--- config.mk ---
export PLATFORM = sky130hd
export DESIGN_NAME = cp0_reg
export DESIGN_NICKNAME = d
export VERILOG_FILES = /design/src/rtl/cp0_pkg.sv /design/src/rtl/cp0_timer.sv /design/src/rtl/cp0_reg.sv
export SDC_FILE = /design/constraint.sdc
export NUM_CORES = 1
export LEC_CHECK = 0
export CAP_MARGIN = 15
export CORE_AREA = 2 2 144 146
export DETAILED_ROUTE_END_ITERATION = 7
export DIE_AREA = 0 0 146 148
export GPL_ROUTABILITY_DRIVEN = 0
export MAX_ROUTING_LAYER = met4
export PLACE_DENSITY = 0.66
export SETUP_SLACK_MARGIN = 0.02
export SLEW_MARGIN = 20
export SYNTH_ARGS = -nofsm -noshare
export SYNTH_HDL_FRONTEND = slang
export SYNTH_SLANG_ARGS = --single-unit
export TNS_END_PERCENT = 50
--- constraint.sdc ---
create_clock -name clk -period 2.5 [get_ports clk]
set_input_delay 0.25 -clock clk [delete_from_list [all_inputs] [get_ports clk]]
set_output_delay 0.25 -clock clk [all_outputs]
set_load 0.02 [all_outputs]
--- src/rtl/cp0_pkg.sv ---
// Shared CP0 definitions: register numbers, exception codes, ExcCode values and bit positions.
// Also imported by the exception arbitration stage.
package cp0_pkg;

    localparam logic [4:0] CP0_BADVADDR = 5'd8;
    localparam logic [4:0] CP0_COUNT    = 5'd9;
    localparam logic [4:0] CP0_COMPARE  = 5'd11;
    localparam logic [4:0] CP0_STATUS   = 5'd12;
    localparam logic [4:0] CP0_CAUSE    = 5'd13;
    localparam logic [4:0] CP0_EPC      = 5'd14;

    localparam logic [31:0] EXC_INT  = 32'h0000_0001;
    localparam logic [31:0] EXC_ADEL = 32'h0000_0004;
    localparam logic [31:0] EXC_ADES = 32'h0000_0005;
    localparam logic [31:0] EXC_SYS  = 32'h0000_0008;
    localparam logic [31:0] EXC_BP   = 32'h0000_0009;
    localparam logic [31:0] EXC_RI   = 32'h0000_000a;
    localparam logic [31:0] EXC_OV   = 32'h0000_000c;
    localparam logic [31:0] EXC_ERET = 32'h0000_000e;

    localparam logic [4:0] EXCCODE_INT  = 5'h00;
    localparam logic [4:0] EXCCODE_ADEL = 5'h04;
    localparam logic [4:0] EXCCODE_ADES = 5'h05;
    localparam logic [4:0] EXCCODE_SYS  = 5'h08;
    localparam logic [4:0] EXCCODE_BP   = 5'h09;
    localparam logic [4:0] EXCCODE_RI   = 5'h0a;
    localparam logic [4:0] EXCCODE_OV   = 5'h0c;

    localparam int STATUS_IE  = 0;
    localparam int STATUS_EXL = 1;
    localparam int STATUS_BEV = 22;
    localparam int CAUSE_BD   = 31;
    localparam int CAUSE_TI   = 30;
    localparam int CAUSE_IP7  = 15;

    typedef struct packed {
        logic       take;
        logic       eret;
        logic       load_bad;
        logic [4:0] code;
    } exc_decode_t;

    // Unknown nonzero codes decode to all-zero, i.e. they are ignored.
    function automatic exc_decode_t decode_exc(input logic [31:0] excepttype);
        exc_decode_t d;
        d = '0;
        case (excepttype)
            EXC_INT:  begin d.take = 1'b1; d.code = EXCCODE_INT; end
            EXC_ADEL: begin d.take = 1'b1; d.code = EXCCODE_ADEL; d.load_bad = 1'b1; end
            EXC_ADES: begin d.take = 1'b1; d.code = EXCCODE_ADES; d.load_bad = 1'b1; end
            EXC_SYS:  begin d.take = 1'b1; d.code = EXCCODE_SYS; end
            EXC_BP:   begin d.take = 1'b1; d.code = EXCCODE_BP; end
            EXC_RI:   begin d.take = 1'b1; d.code = EXCCODE_RI; end
            EXC_OV:   begin d.take = 1'b1; d.code = EXCCODE_OV; end
            EXC_ERET: d.eret = 1'b1;
            default:  d = '0;
        endcase
        return d;
    endfunction

endpackage

--- src/rtl/cp0_timer.sv ---
// Count/Compare timer: Count advances every second clock, sticky timer interrupt on Count == Compare.
module cp0_timer
    import cp0_pkg::*;
(
    input  logic        clk,
    input  logic        resetn,
    input  logic        we,
    input  logic [4:0]  waddr,
    input  logic [31:0] wdata,
    output logic [31:0] count,
    output logic [31:0] compare,
    output logic        timer_int
);

    logic tick;

    always_ff @(posedge clk or negedge resetn) begin
        if (!resetn) begin
            tick    <= 1'b0;
            count   <= '0;
            compare <= '0;
        end else begin
            tick <= ~tick;
            if (we && waddr == CP0_COUNT)
                count <= wdata;
            else if (tick)
                count <= count + 32'd1;
            if (we && waddr == CP0_COMPARE)
                compare <= wdata;
        end
    end

    // A write to Compare acknowledges the interrupt and takes priority over a new match.
    always_ff @(posedge clk or negedge resetn) begin
        if (!resetn)
            timer_int <= 1'b0;
        else if (we && waddr == CP0_COMPARE)
            timer_int <= 1'b0;
        else if (count == compare)
            timer_int <= 1'b1;
    end

endmodule

--- src/rtl/cp0_reg.sv ---
// Coprocessor-0 register file: Status/Cause/EPC/BadVAddr, MTC0/MFC0 and exception entry/ERET.
// Define CP0_TIMER_EN to build the Count/Compare timer; otherwise Count/Compare read 0.
module cp0_reg
    import cp0_pkg::*;
(
    input  logic        clk,
    input  logic        resetn,
    input  logic        we_i,
    input  logic [4:0]  waddr_i,
    input  logic [31:0] wdata_i,
    input  logic [4:0]  raddr_i,
    output logic [31:0] rdata_o,
    input  logic [5:0]  int_i,
    input  logic [31:0] excepttype_i,
    input  logic [31:0] except_inst_addr_i,
    input  logic [31:0] except_bad_addr_i,
    input  logic        except_in_delayslot_i,
    output logic [31:0] status_o,
    output logic [31:0] cause_o,
    output logic [31:0] epc_o,
    output logic [31:0] badvaddr_o,
    output logic [31:0] count_o,
    output logic [31:0] compare_o,
    output logic        timer_int_o
);

    exc_decode_t exc;
    logic        mtc0;
    logic [7:0]  status_im;
    logic        status_exl;
    logic        status_ie;
    logic        cause_bd;
    logic        cause_ti;
    logic [5:0]  cause_ip_hw;
    logic [1:0]  cause_ip_sw;
    logic [4:0]  cause_exc_code;
    logic [31:0] epc_q;
    logic [31:0] badvaddr_q;
    logic        timer_int;
    logic [31:0] count_val;
    logic [31:0] compare_val;

    assign exc  = decode_exc(excepttype_i);
    // Any exception or ERET in the same cycle swallows the MTC0 completely.
    assign mtc0 = we_i & ~(exc.take | exc.eret);

`ifdef CP0_TIMER_EN
    cp0_timer u_timer (
        .clk       (clk),
        .resetn    (resetn),
        .we        (mtc0),
        .waddr     (waddr_i),
        .wdata     (wdata_i),
        .count     (count_val),
        .compare   (compare_val),
        .timer_int (timer_int)
    );
`else
    assign count_val   = '0;
    assign compare_val = '0;
    assign timer_int   = 1'b0;
`endif

    always_ff @(posedge clk or negedge resetn) begin
        if (!resetn) begin
            status_im  <= '0;
            status_exl <= 1'b0;
            status_ie  <= 1'b0;
        end else if (exc.take) begin
            status_exl <= 1'b1;
        end else if (exc.eret) begin
            status_exl <= 1'b0;
        end else if (mtc0 && waddr_i == CP0_STATUS) begin
            status_im  <= wdata_i[15:8];
            status_exl <= wdata_i[STATUS_EXL];
            status_ie  <= wdata_i[STATUS_IE];
        end
    end

    // Hardware interrupt and timer bits are resampled every cycle regardless of exceptions.
    always_ff @(posedge clk or negedge resetn) begin
        if (!resetn) begin
            cause_bd       <= 1'b0;
            cause_ti       <= 1'b0;
            cause_ip_hw    <= '0;
            cause_ip_sw    <= '0;
            cause_exc_code <= '0;
        end else begin
            cause_ip_hw <= {int_i[5] | timer_int, int_i[4:0]};
            cause_ti    <= timer_int;
            if (exc.take) begin
                cause_exc_code <= exc.code;
                if (!status_exl)
                    cause_bd <= except_in_delayslot_i;
            end else if (mtc0 && waddr_i == CP0_CAUSE) begin
                cause_ip_sw <= wdata_i[9:8];
            end
        end
    end

    always_ff @(posedge clk or negedge resetn) begin
        if (!resetn) begin
            epc_q      <= '0;
            badvaddr_q <= '0;
        end else begin
            if (exc.take && !status_exl)
                epc_q <= except_in_delayslot_i ? except_inst_addr_i - 32'd4 : except_inst_addr_i;
            else if (mtc0 && waddr_i == CP0_EPC)
                epc_q <= wdata_i;
            if (exc.take && exc.load_bad)
                badvaddr_q <= except_bad_addr_i;
        end
    end

    assign status_o    = {9'b0, 1'b1, 6'b0, status_im, 6'b0, status_exl, status_ie};
    assign cause_o     = {cause_bd, cause_ti, 14'b0, cause_ip_hw, cause_ip_sw, 1'b0,
                          cause_exc_code, 2'b0};
    assign epc_o       = epc_q;
    assign badvaddr_o  = badvaddr_q;
    assign count_o     = count_val;
    assign compare_o   = compare_val;
    assign timer_int_o = timer_int;

    always_comb begin
        rdata_o = '0;
        case (raddr_i)
            CP0_BADVADDR: rdata_o = badvaddr_o;
            CP0_COUNT:    rdata_o = count_o;
            CP0_COMPARE:  rdata_o = compare_o;
            CP0_STATUS:   rdata_o = status_o;
            CP0_CAUSE:    rdata_o = cause_o;
            CP0_EPC:      rdata_o = epc_o;
            default:      rdata_o = '0;
        endcase
    end

endmodule

==> out/summary.txt <==
Worst setup EP type: output pin
Synthesized area: 5790 µm²
Final hold vios: 0
Synth top area cells: dfrtp_1 (38%), buf_4 (14%), mux2_1 (5.8%), o211ai_1 (3.6%), nand3_1 (2.6%)
Max Cap Violations: 0
Fin Hold WS: 0.326 ns
Die height: 148 µm
Core Rows: 52
Final Cell Area: 9320 µm²
Antenna-violating nets left: 0
Global route overflow: 0
DP Area: 9000 µm²
Detailed-route via count: 5644
Post-CTS Setup Inserts: 0
Pin count of the biggest net entering global routing: 48
Ports: 373
RSZ-0062 raised after global routing: false
VDD IR-drop max: 305 µV
Critical Path Fanout Max: 17
Final period utilization: 95.3%
Skew-Pair Late Insertion Delay: 0.35 ns
Flop-to-flop setup slack: 0.79 ns
Net Sw Power: 0.00147 W
Top_reg_cell synth: dfrtp_1
Max Freq: 420 MHz
Width of the die: 146 µm
Required time worst endpoint: 2.25 ns
Final min period: 2.38 ns
Vias in the first global route: 5588
Worst EP arrival: 2.13 ns
Status: finished, final reports clean
Starting Density: 28.9%
Die area: 21600 µm²
Fillers: 1959
Worst-path clk slew: 0.08 ns
Layout cells sized above 1: 15.4%
R2R Path End: epc_o[23]
First-pass GRT wire length: 32.8 mm
Reg2Reg Depth: 6
Htree depth: 3
Clock Skew: 0.00528 ns
Syn avg cell area: 9.78 µm²
P_int: 0.00290 W
Worst setup path endpoint: rdata_o[15]
First-pass DRT Iterations: 4
Area leader, netlist: dfrtp_1
Area of the multi-input gates: 3040 µm²
Comb pwr share: 29.5%
Yosys warning count: 0
CTS Sinks: 87
Initial DRC Count: 299
Setup Crit Path Kind: input pin to output pin
PortBufs: 266
TritonCTS buffer count: 9
Max clock buf depth: 2
Setup crit start: raddr_i[3]
DRC errors left: 0
Placed insts: 1179
Core Region: 20000 µm²
Sequential cell area: 2180 µm²
CTS tree: yes
Seq/Total Area, Yosys: 37.6%
Async set or reset register ratio after synthesis: 100%
Post-DP HPWL: 17.7 mm
Crit Reg-Reg Startpoint: status_exl
Top-area cell type share of the netlist area: 37.6%
P per Cell Area: 470 nW/µm²
Worst Setup Start Kind: input pin
Area grow syn2layout: 60.9%
EDFF count, synth: 0
Setup TNS: 0 ns
Distinct cells, synth: 65
Net count, final: 1070
Via density: 4.71
Synthesis-stage register bit count: 87
Leak Pwr: 4.29 nW
Clock share of power: 31.6%
Sequential share of power: 38.9%
Pwr Total: 0.00438 W
Slew @ Worst Pin: 0.878 ns
WL per Instance: 18.3 µm
Worst relative slew slack: 41.1%
Worst Hold Class: input pin to register
WL final: 21.9 mm
Switching Share: 33.6%
Final std cells w/o fill: 1198
Initial antenna violation count: 2
GRT Util Overall: 20.2%
Final setup fails: 0
Fin. max-slew vios: 0
Post-Synthesis Cells: 592
Root Buffer: clkbuf_16
-- per-stage QoR --
step	util, %	setup WS [ns]
after floorplan	-	0.217
after global placement	44.9	-0.259
after detailed placement	44.9	-0.310
after CTS	46.4	0.0242
after global routing	46.5	0.0350
final	46.5	0.118
-- cells in the final DEF (no fill, tap or decap), drive strengths merged, types with 6 or more instances in the layout --
cell / count
mux2: 43
and3: 10
clkbuf: 9
nand3: 30
buf: 95
dfrtp: 87
nand2: 26
a211o: 6
a22oi: 17
o211ai: 28
nor3: 15
inv: 15
or4: 8
conb: 106
dlygate4sd2: 26
nor2: 18
a22o: 16
nor4: 19
xnor2: 12
clkdlybuf4s50: 235
or3: 11
xor2: 14
-- synth_stat cells, types with 2 or more instances --
master	number
nor3b_1	3
mux2_2	13
a211o_1	6
xnor2_1	12
nor4_2	3
or4_1	7
o41ai_1	2
o211ai_1	28
buf_4	109
a221oi_1	2
a22oi_1	17
nor3_1	14
nand4_1	2
clkbuf_1	26
nor4_4	2
a22o_1	16
a21oi_1	5
a211oi_1	3
buf_2	6
a32o_1	2
and4_1	2
nand3_1	30
a31oi_1	2
xor2_1	14
inv_1	11
o31a_1	3
or3_1	11
dfrtp_1	87
buf_1	5
nor2_1	18
mux2i_1	2
a221o_1	4
and3_1	10
o211a_1	5
o21ai_1	3
or2_2	4
nand3b_1	3
a222oi_1	5
conb_1	2
mux2_1	30
nor4_1	14
nand2_1	26
-- area by class of cell --
cell class,instances,share of cell area [%]
clock buffer,9,2.42
multi-input combinational,451,32.6
sequential,87,23.4
timing repair buffer,361,36.7
antenna,2,0.0537
tap,270,3.63
inverter,11,0.443
clock inverter,7,0.792
-- registers in the layout, summed over array words and instances, names as in the netlist --
signal and cells:
badvaddr_o 32, epc_o 32, status_im 8, cause_ip_hw 6, cause_exc_code 4, cause_ip_sw 2, cause_bd 1, status_exl 1
status_ie 1
-- layer usage --
| layer | vias to the layer above | part of all wire (%) | track usage (%) | routed length [µm] |
|---|---|---|---|---|
| met5 | - | 0 | - | 0 |
| met4 | 0 | 1.9 | 6.41 | 425 |
| met3 | 25 | 5.6 | 2.72 | 1230 |
| met2 | 260 | 50 | 33.9 | 10800 |
| met1 | 2732 | 43 | 25.4 | 9400 |
| li1 | 2627 | - | - | - |
-- logic make-up (layout without fill, tap and decap cells) --
| kind of cell | count (synthesis) | count (layout) | synth area share (%) |
|---|---|---|---|
| compound gates | 113 | 113 | 15.8 |
| xor+xnor | 26 | 26 | 3.93 |
| fa+ha+maj | 1 | 1 | 0.216 |
| buf+inv | 158 | 388 | 17.6 |
| flops | 87 | 87 | 37.6 |
| mux | 45 | 45 | 8.71 |
| other cells | 2 | 108 | 0.130 |
| simple gates | 160 | 160 | 16.1 |
-- power groups by stage --
stage                     combinational (W)  clock, W  sequential [W]
final                               0.00129   0.00138         0.00170
after global routing                0.00138   0.00147         0.00172
after CTS                           0.00130   0.00142         0.00170
after detailed placement            0.00129         0         0.00173
after global placement              0.00128         0         0.00173
after floorplan                    0.000545         0         0.00184
-- worst min path at each step --
stage          startpoint        endpoint  slack (ns)  depth (start not counted)
2_1_floorplan      resetn   badvaddr_o[0]       -0.05                          0
6_report         int_i[2]  cause_ip_hw[2]        0.33                          1
4_1_cts          int_i[2]  cause_ip_hw[2]        0.31                          1
3_5_place_dp       resetn  badvaddr_o[10]        0.30                          1
5_1_grt          int_i[0]  cause_ip_hw[0]        0.32                          1
3_3_place_gp       resetn  badvaddr_o[14]        0.30                          1
-- what timing repair did --
item	in CTS	in global routing
endpoints found under the hold margin	40	0
pin swaps	0	1
gates cloned	0	0
resized for setup	39	3
endpoints found under the setup margin	29	31
hold buffers	1	0
-- worst max-delay path, stage by stage --
cell             delay, ns
clkdlybuf4s50_1       0.48
or3b_4                0.43
nor3_4                0.25
buf_8                 0.21
a22oi_1               0.10
nand2_1               0.07
dlygate4sd2_1         0.33
(Power assumes the default switching activity.)
